--- config.mk ---
export PLATFORM = sky130hd
export DESIGN_NAME = bp_fe_npc_gen
export DESIGN_NICKNAME = d
export VERILOG_FILES = /design/src/rtl/bp_fe_npc_gen.sv
export SDC_FILE = /design/constraint.sdc
export NUM_CORES = 1
export LEC_CHECK = 0
export CAP_MARGIN = 25
export CORE_MARGIN = 4
export CORE_UTILIZATION = 40
export CTS_BUF_LIST = sky130_fd_sc_hd__clkbuf_8
export DETAILED_ROUTE_END_ITERATION = 7
export GPL_TIMING_DRIVEN = 1
export PLACE_DENSITY = 0.73
export SYNTH_ARGS = -nofsm -noshare
export SYNTH_HDL_FRONTEND = slang
export SYNTH_SLANG_ARGS = --single-unit
export TNS_END_PERCENT = 10
--- constraint.sdc ---
create_clock -name clk_i -period 2.1 [get_ports clk_i]
set_input_delay 0.42 -clock clk_i [delete_from_list [all_inputs] [get_ports clk_i]]
set_output_delay 0.42 -clock clk_i [all_outputs]
set_load 0.05 [all_outputs]
--- src/rtl/bp_fe_npc_gen.sv ---
// bp_fe_npc_gen: next-PC generator for the fetch front end.
//
// Holds a stages_p-deep fetch PC pipeline. It also runs a wait/stall/run
// resume FSM and, optionally, a return-address stack. Each cycle it picks the
// next fetch PC from, in priority order:
//   1. a backend redirect,
//   2. the resume PC,
//   3. a late ret/taken override from the last-stage scan,
//   4. a BTB hit,
//   5. the sequential increment.
//
// Optional feature macro: BP_FE_NPC_RAS_EN
//   defined   -> return-address stack is built; committed calls push and
//                committed returns pop and override.
//   undefined -> no RAS; ras_empty_o is tied 1 and returns never override.
//
// Ports:
//   clk_i, reset_n_i               clock, synchronous active-low reset
//   redirect_v_i / redirect_pc_i   non-speculative redirect (always accepted)
//   btb_v_i / btb_tgt_i            BTB hit for the current stage-0 lookup
//   ovr_taken_i / ovr_tgt_i        last-stage taken override
//   scan_call_i / scan_ret_i       last-stage call / return flags
//   commit_i                       consumer accepted the last-stage instr
//   ready_i                        downstream can take a fetch
//   fetch_v_o / fetch_pc_o         fetch request (fetch_pc_o is combinational)
//   fetch_yumi_i                   fetch accepted
//   last_v_o / last_pc_o           last pipeline stage
//   poison_o                       an in-flight fetch was killed this cycle
//   ras_empty_o                    RAS holds no entries
module bp_fe_npc_gen #(
  parameter int vaddr_width_p = 39,
  parameter int stages_p      = 2,
  parameter int ras_depth_p   = 8,
  parameter int instr_bytes_p = 4
) (
  input  logic                     clk_i,
  input  logic                     reset_n_i,
  input  logic                     redirect_v_i,
  input  logic [vaddr_width_p-1:0] redirect_pc_i,
  input  logic                     btb_v_i,
  input  logic [vaddr_width_p-1:0] btb_tgt_i,
  input  logic                     ovr_taken_i,
  input  logic [vaddr_width_p-1:0] ovr_tgt_i,
  input  logic                     scan_call_i,
  input  logic                     scan_ret_i,
  input  logic                     commit_i,
  input  logic                     ready_i,
  output logic                     fetch_v_o,
  output logic [vaddr_width_p-1:0] fetch_pc_o,
  input  logic                     fetch_yumi_i,
  output logic                     last_v_o,
  output logic [vaddr_width_p-1:0] last_pc_o,
  output logic                     poison_o,
  output logic                     ras_empty_o
);

  localparam logic [1:0] e_wait  = 2'd0;
  localparam logic [1:0] e_stall = 2'd1;
  localparam logic [1:0] e_run   = 2'd2;

  localparam logic [vaddr_width_p-1:0] instr_inc = vaddr_width_p'(instr_bytes_p);

  logic [1:0]               state, state_n;
  logic [stages_p-1:0]      stage_v;
  logic [vaddr_width_p-1:0] stage_pc [stages_p];
  logic [vaddr_width_p-1:0] resume_pc, resume_n;
  logic [vaddr_width_p-1:0] npc;
  logic [vaddr_width_p-1:0] ras_top;
  logic                     fail, ret_ovr, tkn_ovr, kill, young_v;

  // Outputs are forced quiet while reset is asserted so nothing leaks out of
  // the cycle that drops the in-flight stages.
  assign last_v_o  = reset_n_i & stage_v[stages_p-1];
  assign last_pc_o = reset_n_i ? stage_pc[stages_p-1] : '0;

  assign young_v = |stage_v[stages_p-2:0];
  assign fail    = last_v_o & ~commit_i;
  assign tkn_ovr = last_v_o & commit_i & ovr_taken_i & ~ret_ovr;
  assign kill    = redirect_v_i | fail | ret_ovr | tkn_ovr;

  assign poison_o   = reset_n_i & kill & young_v;
  assign fetch_v_o  = reset_n_i & (redirect_v_i | ((state != e_wait) & ready_i & ~fail));
  assign fetch_pc_o = reset_n_i ? npc : '0;

  // Next fetch PC selection, highest priority first.
  always_comb begin
    if (redirect_v_i) begin
      npc = redirect_pc_i;
    end else if ((state != e_run) || fail) begin
      npc = resume_pc;
    end else if (ret_ovr) begin
      npc = ras_top;
    end else if (tkn_ovr) begin
      npc = ovr_tgt_i;
    end else if (btb_v_i) begin
      npc = btb_tgt_i;
    end else begin
      npc = stage_pc[0] + instr_inc;
    end
  end

  // Resume PC: where fetch restarts after a stall or where it was steered.
  always_comb begin
    if (redirect_v_i) begin
      resume_n = redirect_pc_i;
    end else if (fail) begin
      resume_n = last_pc_o;
    end else if (ret_ovr || tkn_ovr) begin
      resume_n = npc;
    end else begin
      resume_n = resume_pc;
    end
  end

  // Resume FSM. A fetch accepted in the same cycle as a redirect already
  // carries the redirect target, so the FSM goes straight to run and the
  // sequential path continues from it instead of refetching.
  always_comb begin
    case (state)
      e_wait: begin
        if (redirect_v_i && fetch_yumi_i) begin
          state_n = e_run;
        end else if (redirect_v_i) begin
          state_n = e_stall;
        end else begin
          state_n = e_wait;
        end
      end
      e_stall: begin
        if (fetch_yumi_i && (redirect_v_i || !fail)) begin
          state_n = e_run;
        end else begin
          state_n = e_stall;
        end
      end
      e_run: begin
        if (redirect_v_i) begin
          state_n = e_run;
        end else if (fail) begin
          state_n = e_stall;
        end else begin
          state_n = e_run;
        end
      end
      default: state_n = e_wait;
    endcase
  end

  // FSM, resume PC and the fetch pipeline; the pipeline advances every cycle.
  always_ff @(posedge clk_i) begin
    if (!reset_n_i) begin
      state     <= e_wait;
      resume_pc <= '0;
      stage_v   <= '0;
      for (int i = 0; i < stages_p; i++) begin
        stage_pc[i] <= '0;
      end
    end else begin
      state       <= state_n;
      resume_pc   <= resume_n;
      stage_v[0]  <= fetch_yumi_i;
      stage_pc[0] <= npc;
      for (int i = 1; i < stages_p; i++) begin
        stage_v[i]  <= stage_v[i-1] & ~kill;
        stage_pc[i] <= stage_pc[i-1];
      end
    end
  end

`ifdef BP_FE_NPC_RAS_EN
  localparam int ptr_w = $clog2(ras_depth_p);

  logic [vaddr_width_p-1:0] ras_mem [ras_depth_p];
  logic [ptr_w-1:0]         ras_ptr, ras_top_idx;
  logic [ptr_w:0]           ras_cnt;
  logic                     ras_push, ras_pop;
  logic [vaddr_width_p-1:0] ras_push_val;

  assign ras_top_idx  = ras_ptr - ptr_w'(1);
  assign ras_top      = ras_mem[ras_top_idx];
  assign ras_empty_o  = ~reset_n_i | (ras_cnt == '0);
  assign ret_ovr      = last_v_o & commit_i & scan_ret_i & ~ras_empty_o;
  assign ras_push     = scan_call_i & last_v_o & commit_i;
  assign ras_pop      = ret_ovr;
  assign ras_push_val = last_pc_o + instr_inc;

  // Circular RAS: a push when full overwrites the oldest entry; a combined
  // call+ret replaces the top in place.
  always_ff @(posedge clk_i) begin
    if (!reset_n_i) begin
      ras_ptr <= '0;
      ras_cnt <= '0;
    end else if (ras_push && ras_pop) begin
      ras_mem[ras_top_idx] <= ras_push_val;
    end else if (ras_push) begin
      ras_mem[ras_ptr] <= ras_push_val;
      ras_ptr          <= ras_ptr + ptr_w'(1);
      if (ras_cnt != (ptr_w + 1)'(ras_depth_p)) begin
        ras_cnt <= ras_cnt + (ptr_w + 1)'(1);
      end
    end else if (ras_pop) begin
      ras_ptr <= ras_top_idx;
      ras_cnt <= ras_cnt - (ptr_w + 1)'(1);
    end
  end
`else
  logic [ras_depth_p:0] unused_ras;

  assign ras_top     = '0;
  assign ras_empty_o = 1'b1;
  assign ret_ovr     = 1'b0;
  assign unused_ras  = {{ras_depth_p{1'b0}}, scan_call_i ^ scan_ret_i};
`endif

endmodule

==> results of run 1 <==
-- routing by layer --
| metal | GRT usage [%] | vias up |
|---|---|---|
| met5 | 0 | - |
| met1 | 38.28 | 4131 |
| met3 | 6.784 | 90 |
| met4 | 11.52 | 0 |
| li1 | - | 4128 |
| met2 | 47.08 | 541 |
-- worst paths after layout --
kind                                            startpoint                          to  slack [ns]  depth (start not counted)
worst max-delay path             stage_pc[0][3]$_SDFF_PN0_              fetch_pc_o[30]       -0.93                          9
worst min-delay path            resume_pc[24]$_SDFFE_PN0P_  resume_pc[24]$_SDFFE_PN0P_        0.47                          2
worst max register to register   stage_pc[0][3]$_SDFF_PN0_  resume_pc[10]$_SDFFE_PN0P_       -0.11                          9
worst min register to register  resume_pc[24]$_SDFFE_PN0P_  resume_pc[24]$_SDFFE_PN0P_        0.47                          2
-- power by group --
part	internal, uW	switching, uW	leakage (uW)	total, uW
clock	1310	972	0.000228	2290
sequential	2450	105	0.00100	2550
combinational	1010	1100	0.00382	2110
total	4770	2180	0.00505	6950
-- cells in the mapped netlist (5+ instances only) --
cell type,number
buf_2,8
a211oi_1,6
and2_1,79
a22oi_1,9
a311oi_1,5
a2bb2oi_1,7
a31oi_1,33
inv_1,8
o31ai_1,6
o22ai_1,17
a21oi_1,83
nand3_1,21
nor2_1,85
mux2i_1,10
a221oi_1,5
nand2b_1,9
xor2_1,6
nand3b_1,8
dfxtp_1,121
nor3_1,24
clkbuf_1,60
o211ai_1,21
and3_1,15
nand4_1,21
nand2_1,93
xnor2_1,24
o21ai_0,90
-- state kept, by name, indices dropped and copies added, names as in the netlist --
signal and cells:
stage_v 2, stage_pc 78, resume_pc 39, state 2
-- through the flow --
stage | power [uW] | TNS (ns) | worst slack, ns | cells | hold slack, ns
2_1_floorplan | 3558 | -10.96 | -0.3639 | 940 | 0.4269
3_3_place_gp | 4538 | -38.59 | -0.7195 | 1499 | 0.4446
3_5_place_dp | 4566 | -41.00 | -0.7526 | 1499 | 0.4577
4_1_cts | 6904 | -26.39 | -0.9099 | 1532 | 0.4507
5_1_grt | 7227 | -31.69 | -1.034 | 1537 | 0.4796
6_report | 6949 | -27.71 | -0.9258 | 1537 | 0.4715
-- worst max-delay path: cells and delay by family (launching register included) --
family,cells,cell delay (ns)
AOI/OAI and AO/OA,1,0.26
xor gates and xnor gates,1,0.24
adders and majority gates,1,0.14
buffers and inverters,2,0.37
DFF,1,0.37
muxes,1,0.13
and+or+nand+nor,3,0.63
-- repair_timing --
action                     4_1_cts  5_1_grt
hold buffers                     0        0
gates resized for setup         87       32
pin swaps                       32       24
hold endpoints to repair         0        0
gates cloned                     0        0
setup buffers                    1        6
setup endpoints to repair       43       51
-- layout make-up --
class / instances / area, sq um / area share, %
clock inverters: 10 / 123.9 / 0.9982
repair buffers: 416 / 4335 / 34.94
flip-flops and latches: 121 / 2449 / 19.73
multi-input cells: 734 / 4883 / 39.35
clock buffers: 22 / 302.8 / 2.440
well taps: 225 / 281.5 / 2.269
inverters: 9 / 33.78 / 0.2722
-- cells by family after synthesis --
logic type | Yosys count | share of synthesized area (%)
buffers and inverters | 85 | 5.268
xor gates and xnor gates | 30 | 3.725
DFF | 121 | 34.34
and+or+nand+nor | 381 | 28.04
muxes | 12 | 1.738
other | 1 | 0.05316
AOI/OAI and AO/OA | 309 | 26.66
adders and majority gates | 1 | 0.1773
==> flow_summary.toml, run 1 <==
[status]
outcome = "finished with violations"
violations = "negative setup slack"

[synthesis]
syn_area_per_cell_sq_um = 7.505
synth.largest_area_cell = "dfxtp_1"
synthesis.area_sq_um = 7054
yosys_warnings = 0
synth.distinct_cells = 65
syn_inst = 940
synth_top_cell_area_share_pct = 34.34
synthArstFlopShare_pct = 0
synth_edf_count = 0
synthFlopType = "dfxtp_1"
seq_area_frac_synth_pct = 34.34
synth_nets = 1068
synthTopCellsByArea = "dfxtp_1, and2_1, o21ai_0, a21oi_1, nand2_1"
ys_ff_latch = 121

[layout]
postLayoutCellArea_sq_um = 12410
insertedDiodeCount = 0
final_core_util_pct = 71.74
drive_above_1_share_pct = 33.38
area_growth_pct = 75.91
final_common_cell = "buf_4"
fill_cells = 1311
layout_common_cells = "buf_4, clkdlybuf4s50_1, dfxtp_1"
nNetsFinal = 1427

[detailed_routing]
wl_met3_mm = 2.885
vias = 8890
wl_met1_mm = 12.05
via_per_inst = 5.784
wire_per_inst_microns = 19.34
drc_errors = 0
maxUsedRoutingLayer = "met4"
drtAntennaViolNets = 0
detail_route.first_pass.iterations = 8
routed_wl_mm = 29.72
first_iter_violations = 971
dr_wl_met2_mm = 13.72

[floorplan]
die_width_microns = 140.8
core_sq_um = 17300
io_pins = 209
die-area_sq_um = 19820
placementRows = 48
start_util_pct = 40.78
die_h_microns = 140.8

[worst_setup_path]
slowest_stage = "dfxtp_4"
path_class = "flop to primary output"
crit_top_cell = "nand4_1"
cp.required_ns = 1.68
crit_arrival_ns = 2.61
path_cells = "ha_4, nand4_1, nor3_2, buf_4, nand4_1, xnor2_2, mux2i_2, o31ai_4, buf_6"
cp-start-kind = "flop"
slowest_delay_ns = 0.37
crit_path_end_kind = "primary output"
crit_fanout = 5

[power]
p_leak_uw = 0.005052
irDropWorstVdd_v = 0.0004266
cellPowerDensity_nw_per_um2 = 560.0

[run]
maxCapViolCount = 0

[clock_tree]
cts.sinks = 121
clk_path_buf_depth = 2
cts_max_level = 4
clk_latency_ns = 0.46
root_buffer = "clkbuf_8"
clk_pin_slew_worst_paths_ns = 0.07
cts_tree = "yes"
cts_made_buffers = 17

[timing]
setup_slack_ns = -0.9258
finalHoldViolations = 0
fin_skew_ns = 0.009181
period_share_pct = 144.1
max_slew_margin_pct = 65.62
setup_violations = 44
fmax_mhz = 330.5
worstMarginPinSlew_ns = 0.5158
layout_min_cycle_time_ns = 3.026
timing.final.max_slew_violations = 0
rsz0062_at_grt = "true"

[place]
place_congestion = 0.9159
io_buffers = 205
dpl_cell_area_sq_um = 11470
hpwl_mm = 21.71

[grt]
grt_pass1_vias = 8789
grt_overflow = 0
grt_pass1_wl_mm = 46.46
antenna_found_initial = 0
grt_start_max_net_pins = 36
track_usage_pct = 29.33

[min_path]
hold_class = "flop to flop"
No activity file was read; power rests on OpenSTA's default activity.
==> run 2: changes to the inputs <==
--- a/config.mk
+++ b/config.mk
@@ -12,6 +12,7 @@
 export DETAILED_ROUTE_END_ITERATION = 7
 export GPL_TIMING_DRIVEN = 1
 export PLACE_DENSITY = 0.73
+export SETUP_SLACK_MARGIN = 0.3
 export SYNTH_ARGS = -nofsm -noshare
 export SYNTH_HDL_FRONTEND = slang
 export SYNTH_SLANG_ARGS = --single-unit
==> run 2 against run 1 <==
The run still ends with negative setup slack left. Wire length increased by 3.0%. Clock-buffer cell count shrank 3. Total power fell by 2.0%. Worst hold slack worse by 0.026 ns. Clock skew increased by 0.0065 ns. Clock power is 10% lower. Utilization grew 1.9 points. First-iteration DRC count is 17% lower. Highest routed layer is now met5.
==> flow_summary.toml, run 2 (synthesis results as in run 1) <==
[grt]
antenna_found_initial = 2
track_usage_pct = 29.30
grt.busiest_layer = "met2"
use_met3_pct = 6.377
use_met2_pct = 47.33
grt_pass1_wl_mm = 46.24
grtUsageMet1_pct = 38.04
grt_overflow = 0
grt_pass1_vias = 8675
grt_start_max_net_pins = 57

[layout]
largest_register = "stage_pc"
reg_top3 = "stage_pc: 78 flops, resume_pc: 39 flops"
postLayoutCellArea_sq_um = 12740
ff_latch_area_sq_um = 2450
final_common_cell = "buf_4"
drive_above_1_share_pct = 35.76
fill_cells = 1216
multi_input_area_sq_um = 4985
final_core_util_pct = 73.65
nNetsFinal = 1436
stdcell_count = 1546
area_growth_pct = 80.60
layout_common_cells = "buf_4, clkdlybuf4s50_1, dfxtp_1"
largest_register_ffs = 78

[timing]
finalHoldViolations = 0
timing.final.max_slew_violations = 0
worstMarginPinSlew_ns = 0.7964
max_slew_margin_pct = 46.23
fmax_mhz = 332.4
setup_slack_ns = -0.9082
layout_min_cycle_time_ns = 3.008
fin_skew_ns = 0.01566
period_share_pct = 143.2
rsz0062_at_grt = "true"
setup_violations = 46
holdWs_ns = 0.4455

[worst_setup_path]
critical_path.top_delay_family = "simple AND/OR/NAND/NOR gates"
crit_fanout = 6
cp.required_ns = 1.68
cp-start-kind = "flop"
crit_buf_inv = 2
slowest_delay_ns = 0.37
crit_path_end_kind = "primary output"
slowest_stage = "dfxtp_4"
crit_arrival_ns = 2.59
path_class = "flop to primary output"
path_cells = "ha_4, nand4_1, nor3_2, buf_6, nand4_1, xnor2_2, mux2i_2, o31ai_4, buf_6"

[floorplan]
start_util_pct = 40.78
die_h_microns = 140.8
placementRows = 48
die-area_sq_um = 19820
io_pins = 209
die_width_microns = 140.8
core_sq_um = 17300

[detailed_routing]
routed_wl_mm = 30.60
first_iter_violations = 810
detail_route.first_pass.iterations = 6
wire_per_inst_microns = 19.79
vias = 8991
via_per_inst = 5.816
drc_errors = 0
drtAntennaViolNets = 0

[power]
fin_total_pwr_uw = 6813
p_int_uw = 4600
cellPowerDensity_nw_per_um2 = 534.8
clkPwrFrac_pct = 30.3
seqPwrFrac_pct = 37.5
p_sw_uw = 2213
pwr-share-comb_pct = 32.2
swShare_pct = 32.49
irDropWorstVdd_v = 0.0004259
p_leak_uw = 0.005184

[clock_tree]
cts_tree = "yes"
root_buffer = "clkbuf_8"
cts_max_level = 4
cts_hold_buf = 0
clk_latency_ns = 0.46
clk_pin_slew_worst_paths_ns = 0.08
cts_made_buffers = 17
cts.sinks = 121
clk_path_buf_depth = 2

[min_path]
hold_class = "input pin to flop"

[place]
dpl_cell_area_sq_um = 11600
hpwl_mm = 21.61
io_buffers = 205
place_congestion = 0.9330
dp.cells = 1495

[run]
maxCapViolCount = 0

[status]
outcome = "finished with violations"
violations = "negative setup slack"
[run 2: cell types whose count changed in the layout (fill, tap and decap cells not counted), moves of 11 or more]
cell,before,now
buf_4,195,184
buf_12,62,74
and2_1,79,63
and2_4,0,15
[run 2: power groups by stage]
stage	clock network [uW]	logic [uW]	registers, uW
after detailed placement	0	2000	2590
after global placement	0	1970	2590
final	2060	2190	2560
after global routing	2170	2310	2570
after CTS	2070	2110	2550
after floorplan	0	980	2580
[run 2: timing repair]
item | CTS | global route
endpoints found under the setup margin | 136 | 114
setup buffers | 14 | 5
resized for setup | 97 | 70
pin swaps | 43 | 31
[run 2: worst min-delay path: cells and delay by family]
family                 cells  cell delay (ns)
buffers and inverters      2             0.30
AND/OR/NAND/NOR            1             0.04
AO/OA/AOI/OAI              1             0.08
[run 2: stage by stage]
| stage | setup WS [ns] | setup TNS (ns) |
|---|---|---|
| final | -0.9082 | -27.56 |
| after global routing | -1.055 | -33.53 |
| after CTS | -0.8724 | -28.06 |
| after detailed placement | -0.7814 | -47.47 |
| after global placement | -0.7454 | -45.63 |
| after floorplan | -0.3639 | -9.985 |
[run 2: per-layer routing]
metal | wire, microns | vias to the layer above
met3 | 2663 | 88
met4 | 1192 | 2
met2 | 14230 | 558
met1 | 12500 | 4208
met5 | 12 | -
li1 | - | 4135
[run 2: worst paths after layout]
check	startpoint	endpoint	slack, ns	cells after the start
worst max-delay path	stage_pc[0][3]$_SDFF_PN0_	fetch_pc_o[30]	-0.91	9
worst max register to register	stage_pc[0][15]$_SDFF_PN0_	stage_pc[0][27]$_SDFF_PN0_	-0.30	14
worst min-delay path	reset_n_i	resume_pc[32]$_SDFFE_PN0P_	0.45	4
worst min register to register	resume_pc[24]$_SDFFE_PN0P_	resume_pc[24]$_SDFFE_PN0P_	0.46	2
[run 2: final cells by class]
cell class | instances | area share [%]
multi-input cells | 734 | 39.13
well taps | 225 | 2.210
clock buffers | 19 | 2.053
clock inverters | 12 | 0.8741
inverters | 9 | 0.2652
diodes | 1 | 0.01964
flip-flops and latches | 121 | 19.23
repair buffers | 425 | 36.22
